File: config.mk
export PLATFORM = sky130hd
export DESIGN_NAME = keypad_debounce_array
export DESIGN_NICKNAME = d
export VERILOG_FILES = /design/src/rtl/keypad_pkg.sv /design/src/rtl/debounce_channel.sv /design/src/rtl/keypad_debounce_array.sv
export SDC_FILE = /design/constraint.sdc
export NUM_CORES = 1
export LEC_CHECK = 0
export CAP_MARGIN = 20
export CORE_UTILIZATION = 45
export DETAILED_ROUTE_END_ITERATION = 16
export PLACE_DENSITY = 0.73
export SLEW_MARGIN = 20
export SYNTH_ARGS = -nofsm -noshare
export SYNTH_HDL_FRONTEND = slang
export SYNTH_HIERARCHICAL = 1
export SYNTH_SLANG_ARGS = --single-unit
File: constraint.sdc
create_clock -name clk -period 1.42 [get_ports clk]
set_clock_uncertainty 0.15 [all_clocks]
set_input_delay 0.142 -clock clk [delete_from_list [all_inputs] [get_ports clk]]
set_output_delay 0.142 -clock clk [all_outputs]
set_load 0.01 [all_outputs]
File: src/rtl/keypad_pkg.sv
// keypad_pkg: shared constants and line type for the keypad sense-line debouncer
package keypad_pkg;
  localparam int KP_CHANNELS = 4;
  localparam int KP_STABLE_TICKS_DEF = 4;
  localparam int KP_TICK_DIV_DEF = 100000;
  typedef logic [KP_CHANNELS-1:0] kp_lines_t;
endpackage

File: src/rtl/debounce_channel.sv
// debounce_channel: one sense line -> 2-FF synchroniser, tick-qualified stability counter, clean level, edge pulses
// Ports: clk, rst (async active-low), tick (sample enable), noisy (raw pin),
//        level (debounced), rise / fall (one-clk pulses aligned with the level change)
module debounce_channel import keypad_pkg::*; #(
  parameter int   STABLE_TICKS = KP_STABLE_TICKS_DEF,
  parameter int   CNT_W        = $clog2(STABLE_TICKS + 1),
  parameter logic RST_LEVEL    = 1'b0
) (
  input  logic clk,
  input  logic rst,
  input  logic tick,
  input  logic noisy,
  output logic level,
  output logic rise,
  output logic fall
);
  logic meta, sync, differ, done;
  logic [CNT_W-1:0] cnt;
  assign differ = sync != level;
  assign done = tick && differ && cnt == CNT_W'(STABLE_TICKS - 1);
  // Pulses are registered from the same condition that flips level, so they
  // appear in exactly the cycle the new level is first visible.
  always_ff @(posedge clk or negedge rst)
    if (!rst) begin
      meta  <= RST_LEVEL;
      sync  <= RST_LEVEL;
      level <= RST_LEVEL;
      cnt   <= '0;
      rise  <= 1'b0;
      fall  <= 1'b0;
    end else begin
      meta <= noisy;
      sync <= meta;
      rise <= done && sync;
      fall <= done && !sync;
      if (tick) begin
        cnt <= (done || !differ) ? '0 : cnt + 1'b1;
        if (done) level <= sync;
      end
    end
endmodule

File: src/rtl/keypad_debounce_array.sv
// keypad_debounce_array: CHANNELS independent debounced sense lines for the keypad scanner
// Ports: clk, rst (async active-low), tick (slow sample strobe), noisy_in (raw pins),
//        clean_level, rise_pulse, fall_pulse (per channel), any_rise (registered OR of rise_pulse)
// Macro KEYPAD_DEBOUNCE_TICK_GEN_EN: build an internal TICK_DIV prescaler and ignore the tick port.
module keypad_debounce_array import keypad_pkg::*; #(
  parameter int   CHANNELS     = KP_CHANNELS,
  parameter int   STABLE_TICKS = KP_STABLE_TICKS_DEF,
  parameter int   CNT_W        = $clog2(STABLE_TICKS + 1),
  parameter logic RST_LEVEL    = 1'b0,
  parameter int   TICK_DIV     = KP_TICK_DIV_DEF
) (
  input  logic                clk,
  input  logic                rst,
  input  logic                tick,
  input  logic [CHANNELS-1:0] noisy_in,
  output logic [CHANNELS-1:0] clean_level,
  output logic [CHANNELS-1:0] rise_pulse,
  output logic [CHANNELS-1:0] fall_pulse,
  output logic                any_rise
);
  logic tick_i;
`ifdef KEYPAD_DEBOUNCE_TICK_GEN_EN
  localparam int PW = $clog2(TICK_DIV + 1);
  logic [PW-1:0] pre;
  logic unused_tick;
  assign unused_tick = tick;
  assign tick_i = pre == PW'(TICK_DIV - 1);
  always_ff @(posedge clk or negedge rst)
    if (!rst) pre <= '0;
    else pre <= tick_i ? '0 : pre + 1'b1;
`else
  localparam int unused_div = TICK_DIV;
  assign tick_i = tick;
`endif
  for (genvar i = 0; i < CHANNELS; i++) begin : g_ch
    debounce_channel #(
      .STABLE_TICKS(STABLE_TICKS),
      .CNT_W       (CNT_W),
      .RST_LEVEL   (RST_LEVEL)
    ) u_ch (
      .clk  (clk),
      .rst  (rst),
      .tick (tick_i),
      .noisy(noisy_in[i]),
      .level(clean_level[i]),
      .rise (rise_pulse[i]),
      .fall (fall_pulse[i])
    );
  end
  always_ff @(posedge clk or negedge rst)
    if (!rst) any_rise <= 1'b0;
    else any_rise <= |rise_pulse;
endmodule

Yosys cells after proc, flatten, opt, wreduce, memory -nomap -nowiden
Cells that the tools add are included.
{"block": "totals", "ff_bits": 33, "input_bits": 7, "output_inout_bits": 13, "word_cells": 74}
{"block": "classes", "add_sub_neg": 4, "eq_ne": 8, "mux": 4, "n_reduce_logical": 33}
{"operator": "logical AND 1 bit", "n": 16}
{"operator": "adder 3 x 1 -> 3 bit (second input constant)", "n": 4}
{"operator": "== test 3 x 2 -> 1 bit (second input constant)", "n": 4}
{"operator": "2-to-1 mux 3 bit", "n": 4}
{"operator": "logical NOT 1 bit", "n": 8}
{"operator": "AND reduction 2 bit", "n": 4}
{"operator": "logical OR 1 bit", "n": 4}
{"operator": "!= test 1 bit", "n": 4}
{"operator": "OR reduction 4 bit", "n": 1}

Longest topological paths before layout
Gate-level depths: netlist of the first run.
{"block": "logic_depth", "ltp_word": 5, "depth_mapped": 4, "depth_no_buf": 4}

Cells and area by module
The synthesis of the first run kept the hierarchy.
{"module": "debounce_channel", "n_inst": 4, "cells_per_inst": 23, "area_per_inst_um2": 312.8, "seq_area_each_um2": 200.2}
{"module": "keypad_debounce_array", "n_inst": 1, "cells_per_inst": 2, "area_per_inst_um2": 32.5, "seq_area_each_um2": 25.0}

Least setup slack after synthesis of the first run
No wires, ideal clock.
{"block": "synth_timing", "path_kind": "reg2reg", "startpoint": "reg g_ch[1].u_ch.cnt[0]", "endpoint": "reg g_ch[1].u_ch.level", "setup_ps": 128, "t_arrival_ps": 1147, "t_required_ps": 1142, "setup_slack_ps": -4, "path_stages_with_launch": 5, "n_path_buf": 0, "period_less_slack_ps": 1424, "path_cell_list": "dfrtp_1 > ha_1 > ha_1 > nand2_1 > mux2_1"}
{"block": "synth_between", "elab_chain_cells": 3}
{"element": "start: declaration", "line": "debounce_channel.sv:18", "text": "logic [CNT_W-1:0] cnt;"}
{"element": "start signal: assignment", "line": "debounce_channel.sv:37", "text": "cnt <= (done || !differ) ? '0 : cnt + 1'b1;"}
{"element": "== test 3 x 2 -> 1 bit", "line": "debounce_channel.sv:20", "text": "assign done = tick && differ && cnt == CNT_W'(STABLE_TICKS - 1);"}
{"element": "logical AND 1 bit", "line": "debounce_channel.sv:20"}
{"element": "AND reduction 2 bit (no source line)"}
{"element": "end signal: assignment", "line": "debounce_channel.sv:38", "text": "if (done) level <= sync;"}
{"element": "end: declaration", "line": "debounce_channel.sv:13", "text": "output logic level,"}
No other way between the ends.
A chain may end at the register's enable or synchronous reset.

Worst setup path after layout of the first run
{"block": "layout_timing", "startpoint": "reg g_ch[2].u_ch.cnt[1]", "endpoint": "reg g_ch[2].u_ch.cnt[1]"}
{"block": "layout_between", "elab_chain_cells": 4, "elab_cells_between_ends": 5, "classes_between": "add/sub (1); eq/ne (1); mux (1); reduce/logical (2)"}
{"element": "start: declaration", "line": "debounce_channel.sv:18"}
{"element": "start signal: assignment", "line": "debounce_channel.sv:37"}
{"element": "parallel branches: the longest is 3 deep, another holds adder 3 x 1 -> 3 bit"}
{"element": "2-to-1 mux 3 bit (*)", "line": "debounce_channel.sv:37"}
Mark *: on every way between the ends.

==> results of run 1 <==
[critical path, cell delays in order, from the launching register on]
cell and delay, ns:
dfrtp_1 0.40, ha_2 0.21, ha_4 0.16, nand2b_4 0.15, o32ai_2 0.28
[power by group]
part	switching, mW	internal, mW	total [mW]
Combinational	0.601	0.763	1.36
Clock	0.284	0.234	0.518
Sequential	0.115	1.15	1.27
Total	1.00	2.15	3.15
[cell type report]
type	count	area, um^2
Tap cell	31	38.79
Timing Repair Buffer	40	356.6
Fill cell	192	802.0
Sequential cell	33	825.8
Multi-Input combinational cell	49	610.6
Inverter	12	45.04
Clock buffer	7	55.05
[repair_timing]
| action | 4_1_cts | 5_1_grt |
|---|---|---|
| gates resized for setup | 34 | 18 |
| setup buffers | 7 | 3 |
| endpoints found under the setup margin | 28 | 19 |
| endpoints found under the hold margin | 0 | 0 |
| pin swaps | 1 | 4 |
[metrics by stage]
stage	power (mW)	TNS [ns]	setup slack [ns]
floorplan	1.763	0	0.002228
global placement	2.106	-0.1871	-0.04518
detailed placement	2.171	-0.4461	-0.08498
CTS	2.965	0	0.0002121
global route	3.346	-0.09756	-0.04847
finish	3.148	-0.02156	-0.02156
[cells by family (layout without fill, tap and decap cells)]
group	Yosys count	in the layout	share of synthesized area, %
buf+inv	12	59	3.509
fa+ha+maj	8	8	7.798
mux	4	4	3.509
xor+xnor	4	4	2.729
compound gates	12	12	7.798
simple gates	21	21	10.33
flops	33	33	64.33
[synthesized netlist by cell type (all sizes together)]
library cell  number  share of area, %
dfrtp             33                64
inv               12               3.5
ha                 8               7.8
nand2b             8               3.9
nor3b              8               4.7
o32ai              8               5.5
mux2               4               3.5
nand2              4               1.2
o31ai              4               2.3
xnor2              4               2.7
or4                1              0.59
[path summary, 6_finish.rpt]
| path | startpoint | end | slack, ns | depth (start not counted) |
|---|---|---|---|---|
| max | g_ch[2].u_ch/cnt[1] | g_ch[2].u_ch/cnt[1] | -0.02 | 4 |
| min | rst | g_ch[1].u_ch/rise | 0.02 | 2 |
| max reg2reg | g_ch[2].u_ch/cnt[1] | g_ch[2].u_ch/cnt[1] | -0.02 | 4 |
| min reg2reg | g_ch[3].u_ch/meta | g_ch[3].u_ch/sync | 0.21 | 0 |
| max in group asynchronous | rst | g_ch[3].u_ch/meta | 0.92 | 2 |
| min in group clk | noisy_in[3] | g_ch[3].u_ch/meta | 0.11 | 1 |
[layer usage]
layer | track usage [%] | part of all wire (%) | vias up
li1 | - | - | 420
met2 | 31.84 | 55 | 20
met4 | 6.429 | 1.4 | 0
met1 | 22.08 | 40 | 442
met5 | 0 | 0 | -
met3 | 5.855 | 4.0 | 4
[state kept, by name (all words and copies together) (netlist names)]
signal           cells
any_rise             1
g_ch.u_ch/level      4
g_ch.u_ch/cnt       12
g_ch.u_ch/meta       4
g_ch.u_ch/fall       4
g_ch.u_ch/sync       4
g_ch.u_ch/rise       4
==> impl_metrics.tcl, run 1 <==
set metrics [dict create \
    whs_ns 0.02320 \
    track_usage_pct 18.60 \
    cts_root_buf "clkbuf_4" \
    fin_util_pct 70.66 \
    numClockSinks 33 \
    port_buffers 19 \
    vias 886 \
    layout-drive-gt1-share_pct 43.97 \
    worst_skew_pair.late_latency_ns 0.32 \
    grt_pass1_wl_um 4319 \
    core_region_area_um2 2734 \
    synth_area_per_cell_um2 13.66 \
    power_density_nw_per_um2 1629 \
    fin_crit_ns 1.442 \
    nets 156 \
    outcome "finished, violations left" \
    fin_cells 172 \
    cts_hold_buffers 0 \
    viasPerCell 5.151 \
    gp_congestion 0.7225 \
    die_x_um 55.41 \
    finalInstanceArea_um2 1932 \
    worstMarginPinSlew_ns 0.3975 \
    drc 0 \
    critPathKind "reg2reg" \
    setup_viol_count_final 1 \
    endpoint_kind "flip-flop" \
    diodes 0 \
    rows 19 \
    die_area_um2 3070 \
    critPathMaxFanout 3 \
    crit_required_ns 1.49 \
    finalWirelength_um 2594 \
    fin_ws_ns -0.02156 \
    violations "negative setup slack" \
    dp_cells 155 \
    slew-limit-headroom_pct 73.31 \
    hold_viol 0 \
    final_common_cell "dfrtp_1" \
    drtPass1Iterations 4 \
    syn-num-nets 109 \
    die_y_um 55.41 \
    cts_made_buffers 5 \
    drv_slew 0 \
    rsz0062_at_grt "yes" \
    cts_tree "built" \
    min_path_type "in2async" \
    ys_seq_area_share_pct 64.33 \
    vdd_drop_max_uv 1481 \
    synth_cell_types 11 \
    grt_pass1_vias 984 \
    initialDrtViolationCount 11 \
    ys_warn_count 6 \
    clkTransAtPathRegs_ns 0.10 \
    grt_overflow_total 0 \
    fmax_mhz 693.7 \
    area_delta_synth_final_pct 50.49 \
    power_leakage_nw 0.9040 \
    dpl-instance-area_um2 1620 \
    initial_core_util_pct 46.96 \
    synth_seq_cells 33 \
    arrival_ns 1.51 \
    netlist_area_um2 1284 \
    drtAntennaViolNets 0 \
    synth_cells 94 \
    clock_path_buffers 2 \
    wl_per_cell_um 15.08 \
    final_cell_mix "dfrtp_1 (33), buf_4 (19), dlygate4sd2_1 (13)" \
    dp_hpwl_um 1471 \
    ios 20 \
    grt_max_degree 34 \
    post-route-period-util_pct 101.5 \
    antenna_found_initial 0 \
    worst_setup_path_start_kind "flip-flop" \
    drv_cap 0 \
    h-tree-depth 2 \
]
Note: power is estimated with default switching activity, not from simulation.
==> run 2: changes to the inputs <==
--- a/config.mk
+++ b/config.mk
@@ -5,10 +5,13 @@
 export SDC_FILE = /design/constraint.sdc
 export NUM_CORES = 1
 export LEC_CHECK = 0
+export ABC_CLOCK_PERIOD_IN_PS = 1420
 export CAP_MARGIN = 20
 export CORE_UTILIZATION = 45
 export DETAILED_ROUTE_END_ITERATION = 16
+export HOLD_SLACK_MARGIN = 0.02
 export PLACE_DENSITY = 0.73
+export SKIP_CTS_REPAIR_TIMING = 1
 export SLEW_MARGIN = 20
 export SYNTH_ARGS = -nofsm -noshare
 export SYNTH_HDL_FRONTEND = slang
==> impl_metrics.tcl, run 2 (synthesis results as in run 1) <==
set metrics [dict create \
    antenna_found_initial 0 \
    r2r_setup_slack_ns 0.02 \
    h-tree-depth 2 \
    viasPerCell 5.163 \
    min_path_type "in2async" \
    hold_viol 0 \
    grt_pass1_wl_um 3870 \
    drv_cap 0 \
    die_y_um 55.41 \
    power_leakage_nw 1.061 \
    grt_pass1_vias 915 \
    top_usage_layer "met2" \
    drtAntennaViolNets 0 \
    critPathMaxFanout 3 \
    drc 0 \
    clkTransAtPathRegs_ns 0.09 \
    numClockSinks 33 \
    n_fill_cell 192 \
    vdd_drop_max_uv 1390 \
    initial_core_util_pct 46.96 \
    power_density_nw_per_um2 1617 \
    worst_setup_path_start_kind "flip-flop" \
    die_x_um 55.41 \
    finalInstanceArea_um2 1943 \
    worstMarginPinSlew_ns 0.4223 \
    reg2reg_depth 4 \
    rr_endpoint "g_ch[3].u_ch/cnt[0]" \
    arrival_ns 1.47 \
    grt_overflow_total 0 \
    layout-drive-gt1-share_pct 39.72 \
    drtPass1Iterations 4 \
    cts_made_buffers 5 \
    die_area_um2 3070 \
    setup_viol_count_final 0 \
    rows 19 \
    track_usage_pct 16.49 \
    fin_crit_ns 1.403 \
    grt_use_met1_pct 18.48 \
    port_buffers 19 \
    wl_per_cell_um 14.97 \
    crit_required_ns 1.49 \
    dp_hpwl_um 1471 \
    cts_tree "built" \
    fin_cells 172 \
    outcome "completed" \
    grt_util_met3_pct 5.855 \
    fmax_mhz 712.8 \
    cts_root_buf "clkbuf_4" \
    ios 20 \
    post-route-period-util_pct 98.80 \
    diodes 0 \
    grt_util_met2_pct 28.57 \
    drv_slew 0 \
    nets 156 \
    largest_reg_flops 12 \
    area_delta_synth_final_pct 51.36 \
    largest_register "g_ch.u_ch/cnt" \
    dpl-instance-area_um2 1620 \
    endpoint_kind "flip-flop" \
    gp_congestion 0.7225 \
    final_common_cell "dfrtp_1" \
    critPathKind "reg2reg" \
    r2r_start "g_ch[3].u_ch/cnt[0]" \
    initialDrtViolationCount 1 \
    vias 888 \
    dp_cells 155 \
    core_region_area_um2 2734 \
    tns_ns 0 \
    worst_skew_pair.late_latency_ns 0.32 \
    clock_path_buffers 2 \
    finalWirelength_um 2574 \
    final_cell_mix "dfrtp_1 (32), buf_4 (19), dlymetal6s2s_1 (13)" \
    grt_max_degree 34 \
    slew-limit-headroom_pct 71.65 \
]
==> run 2: power breakdown <==
group	total, mW	internal (mW)	switching (mW)
clock	0.511	0.234	0.277
sequential	1.30	1.15	0.142
combinational	1.34	0.774	0.561
total	3.14	2.16	0.980
==> run 2: critical path, stage by stage (launching register included) <==
cell and delay (ns):
dfrtp_1 0.40, ha_2 0.20, ha_4 0.17, nand2b_4 0.16
o31ai_1 0.23
==> run 2: worst max-delay path by stage <==
stage / startpoint / end / slack [ns] / cells past startpoint
2_1_floorplan: g_ch[1].u_ch/cnt[0] / g_ch[1].u_ch/level / 0.002 / 4
3_3_place_gp: tick / g_ch[3].u_ch/level / -0.05 / 4
3_5_place_dp: tick / g_ch[3].u_ch/level / -0.08 / 4
4_1_cts: g_ch[3].u_ch/level / clean_level[3] / -0.20 / 1
5_1_grt: g_ch[3].u_ch/cnt[0] / g_ch[3].u_ch/cnt[0] / -0.05 / 4
6_report: g_ch[3].u_ch/cnt[0] / g_ch[3].u_ch/cnt[0] / 0.02 / 4
==> run 2: cell type report <==
type | instances | area [um^2] | area share (%)
clock buffer | 7 | 55.05 | 2.833
sequential | 33 | 827.0 | 42.56
multi-input combinational | 49 | 571.8 | 29.43
inverter | 12 | 45.04 | 2.318
tap | 31 | 38.79 | 1.996
timing repair buffer | 40 | 405.4 | 20.86
==> run 2: routing by layer <==
layer | vias to the layer above | wire [um]
li1 | 420 | -
met5 | - | 0
met4 | 0 | 14
met3 | 2 | 106
met2 | 21 | 1452
met1 | 445 | 1001
==> run 2: stage by stage <==
stage          power, mW  util [%]  hold slack (ns)  setup slack, ns
2_1_floorplan      1.763         -          -0.3036         0.002228
3_3_place_gp       2.106     59.27           0.1828         -0.04518
3_5_place_dp       2.171     59.27           0.1887         -0.08498
4_1_cts            2.702     61.28          0.02580          -0.1990
5_1_grt            3.354     71.08          0.03686         -0.05095
6_report           3.142     71.08          0.03031          0.01703
==> run 3: changes to the inputs <==
--- a/config.mk
+++ b/config.mk
@@ -8,12 +8,12 @@
 export ABC_CLOCK_PERIOD_IN_PS = 1420
 export CAP_MARGIN = 20
 export CORE_UTILIZATION = 45
+export CTS_CLUSTER_SIZE = 20
 export DETAILED_ROUTE_END_ITERATION = 16
 export HOLD_SLACK_MARGIN = 0.02
-export PLACE_DENSITY = 0.73
+export PLACE_DENSITY = 0.72
 export SKIP_CTS_REPAIR_TIMING = 1
 export SLEW_MARGIN = 20
 export SYNTH_ARGS = -nofsm -noshare
 export SYNTH_HDL_FRONTEND = slang
-export SYNTH_HIERARCHICAL = 1
 export SYNTH_SLANG_ARGS = --single-unit
==> impl_metrics.tcl, run 3 <==
set metrics [dict create \
    dpl-instance-area_um2 1682 \
    fmax_mhz 667.0 \
    fin_ws_ns -0.07925 \
    synth_cell_types 16 \
    yosys.area.top_type "dfrtp_1" \
    worst_skew_pair.late_latency_ns 0.33 \
    rr_endpoint "g_ch[1].u_ch.cnt[2]" \
    hold_depth 1 \
    diodes 0 \
    dp_cells 164 \
    vias 892 \
    r2r_setup_slack_ns -0.08 \
    grt_pass1_wl_um 3677 \
    setup_viol_count_final 6 \
    die_area_um2 3465 \
    min-delay-start "noisy_in[2]" \
    fin_crit_ns 1.499 \
    antenna_found_initial 0 \
    cts_tree "built" \
    yosys.cell_count.top_type "dfrtp_1" \
    reg2reg_depth 4 \
    synthTopCellsByCount "dfrtp_1 (33), inv_1 (14), buf_4 (12), ha_1 (8), nor3b_1 (8)" \
    ys_async_sr_fraction_pct 100.0 \
    synth_area_leaders "dfrtp_1 (57%), ha_1 (6.9%), buf_4 (6.2%)" \
    synth_cells 112 \
    hold_viol 0 \
    hold_end "g_ch[2].u_ch.meta" \
    finalWirelength_um 2674 \
    ios 20 \
    yosys.area.top_type_share_pct 56.75 \
    drtPass1Iterations 3 \
    min_path_type "in2reg" \
    drv_slew 0 \
    cts_made_buffers 5 \
    clock_path_buffers 2 \
    grt_overflow_total 0 \
    grt_max_degree 34 \
    slew-limit-headroom_pct 67.08 \
    layout-drive-gt1-share_pct 33.81 \
    track_usage_pct 15.29 \
    wl_per_cell_um 14.61 \
    largest_reg_flops 12 \
    crit_required_ns 1.53 \
    die_y_um 58.87 \
    largest_register "g_ch.u_ch.cnt" \
    port_buffers 19 \
    area_delta_synth_final_pct 35.60 \
    core_region_area_um2 3053 \
    viasPerCell 4.874 \
    crit_chain "ha_2 > ha_4 > or3b_4 > o22ai_2" \
    rsz0062_at_grt "yes" \
    grt_pass1_vias 808 \
    power_leakage_nw 1.078 \
    drv_cap 0 \
    critPathMaxFanout 2 \
    syn-num-nets 127 \
    violations "negative setup slack" \
    h-tree-depth 2 \
    yosys_most_used_dff "dfrtp_1" \
    die_x_um 58.87 \
    dp_hpwl_um 1622 \
    critPathKind "reg2reg" \
    drc 0 \
    clkTransAtPathRegs_ns 0.09 \
    rows 20 \
    initial_core_util_pct 47.66 \
    slowest_stage "dfrtp_1" \
    initialDrtViolationCount 9 \
    post-route-period-util_pct 105.6 \
    nets 154 \
    cts_root_buf "clkbuf_4" \
    finalInstanceArea_um2 1973 \
    dpl_worst_slack_ns -0.1499 \
    fin_util_pct 64.63 \
    netlist_area_um2 1455 \
    worst_setup_path_start_kind "flip-flop" \
    r2r_start "g_ch[1].u_ch.cnt[0]" \
    slowest_delay_ns 0.40 \
    outcome "finished, violations left" \
    ys_warn_count 0 \
    fin_cells 183 \
    vdd_drop_max_uv 653.4 \
    synth_seq_cells 33 \
    worst-path-buf-inv 0 \
    endpoint_kind "flip-flop" \
    drtAntennaViolNets 0 \
    arrival_ns 1.60 \
    final_cell_mix "dfrtp_1 (32), inv_1 (14), dlymetal6s2s_1 (13)" \
    final_common_cell "dfrtp_1" \
    worstMarginPinSlew_ns 0.4903 \
    power_density_nw_per_um2 1624 \
    numClockSinks 33 \
    synth_edf_count 0 \
    ys_seq_area_share_pct 56.75 \
    cp_top_family "adder cells" \
    synth_area_per_cell_um2 12.99 \
    gp_congestion 0.6497 \
]
[run 3: stage by stage]
step                      TNS [ns]  hold WS [ns]  total power [mW]
after global routing       -0.7279       0.08231             3.423
after floorplan           -0.01093       -0.3036             2.001
final                      -0.2948       0.09328             3.204
after detailed placement    -1.185        0.1894             2.274
after CTS                   -2.411       0.01805             2.801
after global placement     -0.7589        0.1817             2.178
[run 3: cell families (layout without fill, tap and decap cells)]
logic type	Yosys count	after routing	synth area share (%)
simple gates	23	23	12.73
flops	33	33	56.75
mux	4	4	4.127
compound gates	12	12	6.191
xor+xnor	4	4	2.407
fa+ha+maj	8	8	6.879
buf+inv	28	55	10.92
[run 3: how the worst max path moves through the flow]
stage / startpoint / end / cells past startpoint
floorplan: g_ch[2].u_ch.cnt[0] / g_ch[2].u_ch.cnt[2] / 4
global placement: tick / g_ch[2].u_ch.cnt[0] / 4
detailed placement: tick / g_ch[1].u_ch.cnt[2] / 4
CTS: g_ch[0].u_ch.level / clean_level[0] / 1
global route: g_ch[2].u_ch.cnt[0] / g_ch[2].u_ch.cnt[0] / 4
finish: g_ch[1].u_ch.cnt[0] / g_ch[1].u_ch.cnt[2] / 4
[run 3: where the power goes]
group	internal (mW)	leakage [nW]	switching, mW
Clock	0.233	0.0314	0.285
Combinational	0.783	0.619	0.603
Sequential	1.15	0.427	0.145
Total	2.17	1.08	1.03
[run 3: layout make-up]
type                            instances  area (um^2)
Clock buffer                            7        55.05
Fill cell                             250         1080
Inverter                               14        52.55
Multi-Input combinational cell         51        620.6
Sequential cell                        33        827.0
Tap cell                               44        55.05
Timing Repair Buffer                   34        362.8
[run 3: per-layer routing]
metal / share of wire [%] / global-route usage [%]
met5: 0 / 0
met4: 3.3 / 9.184
met2: 54 / 24.68
met1: 38 / 16.50
met3: 4.2 / 6.813
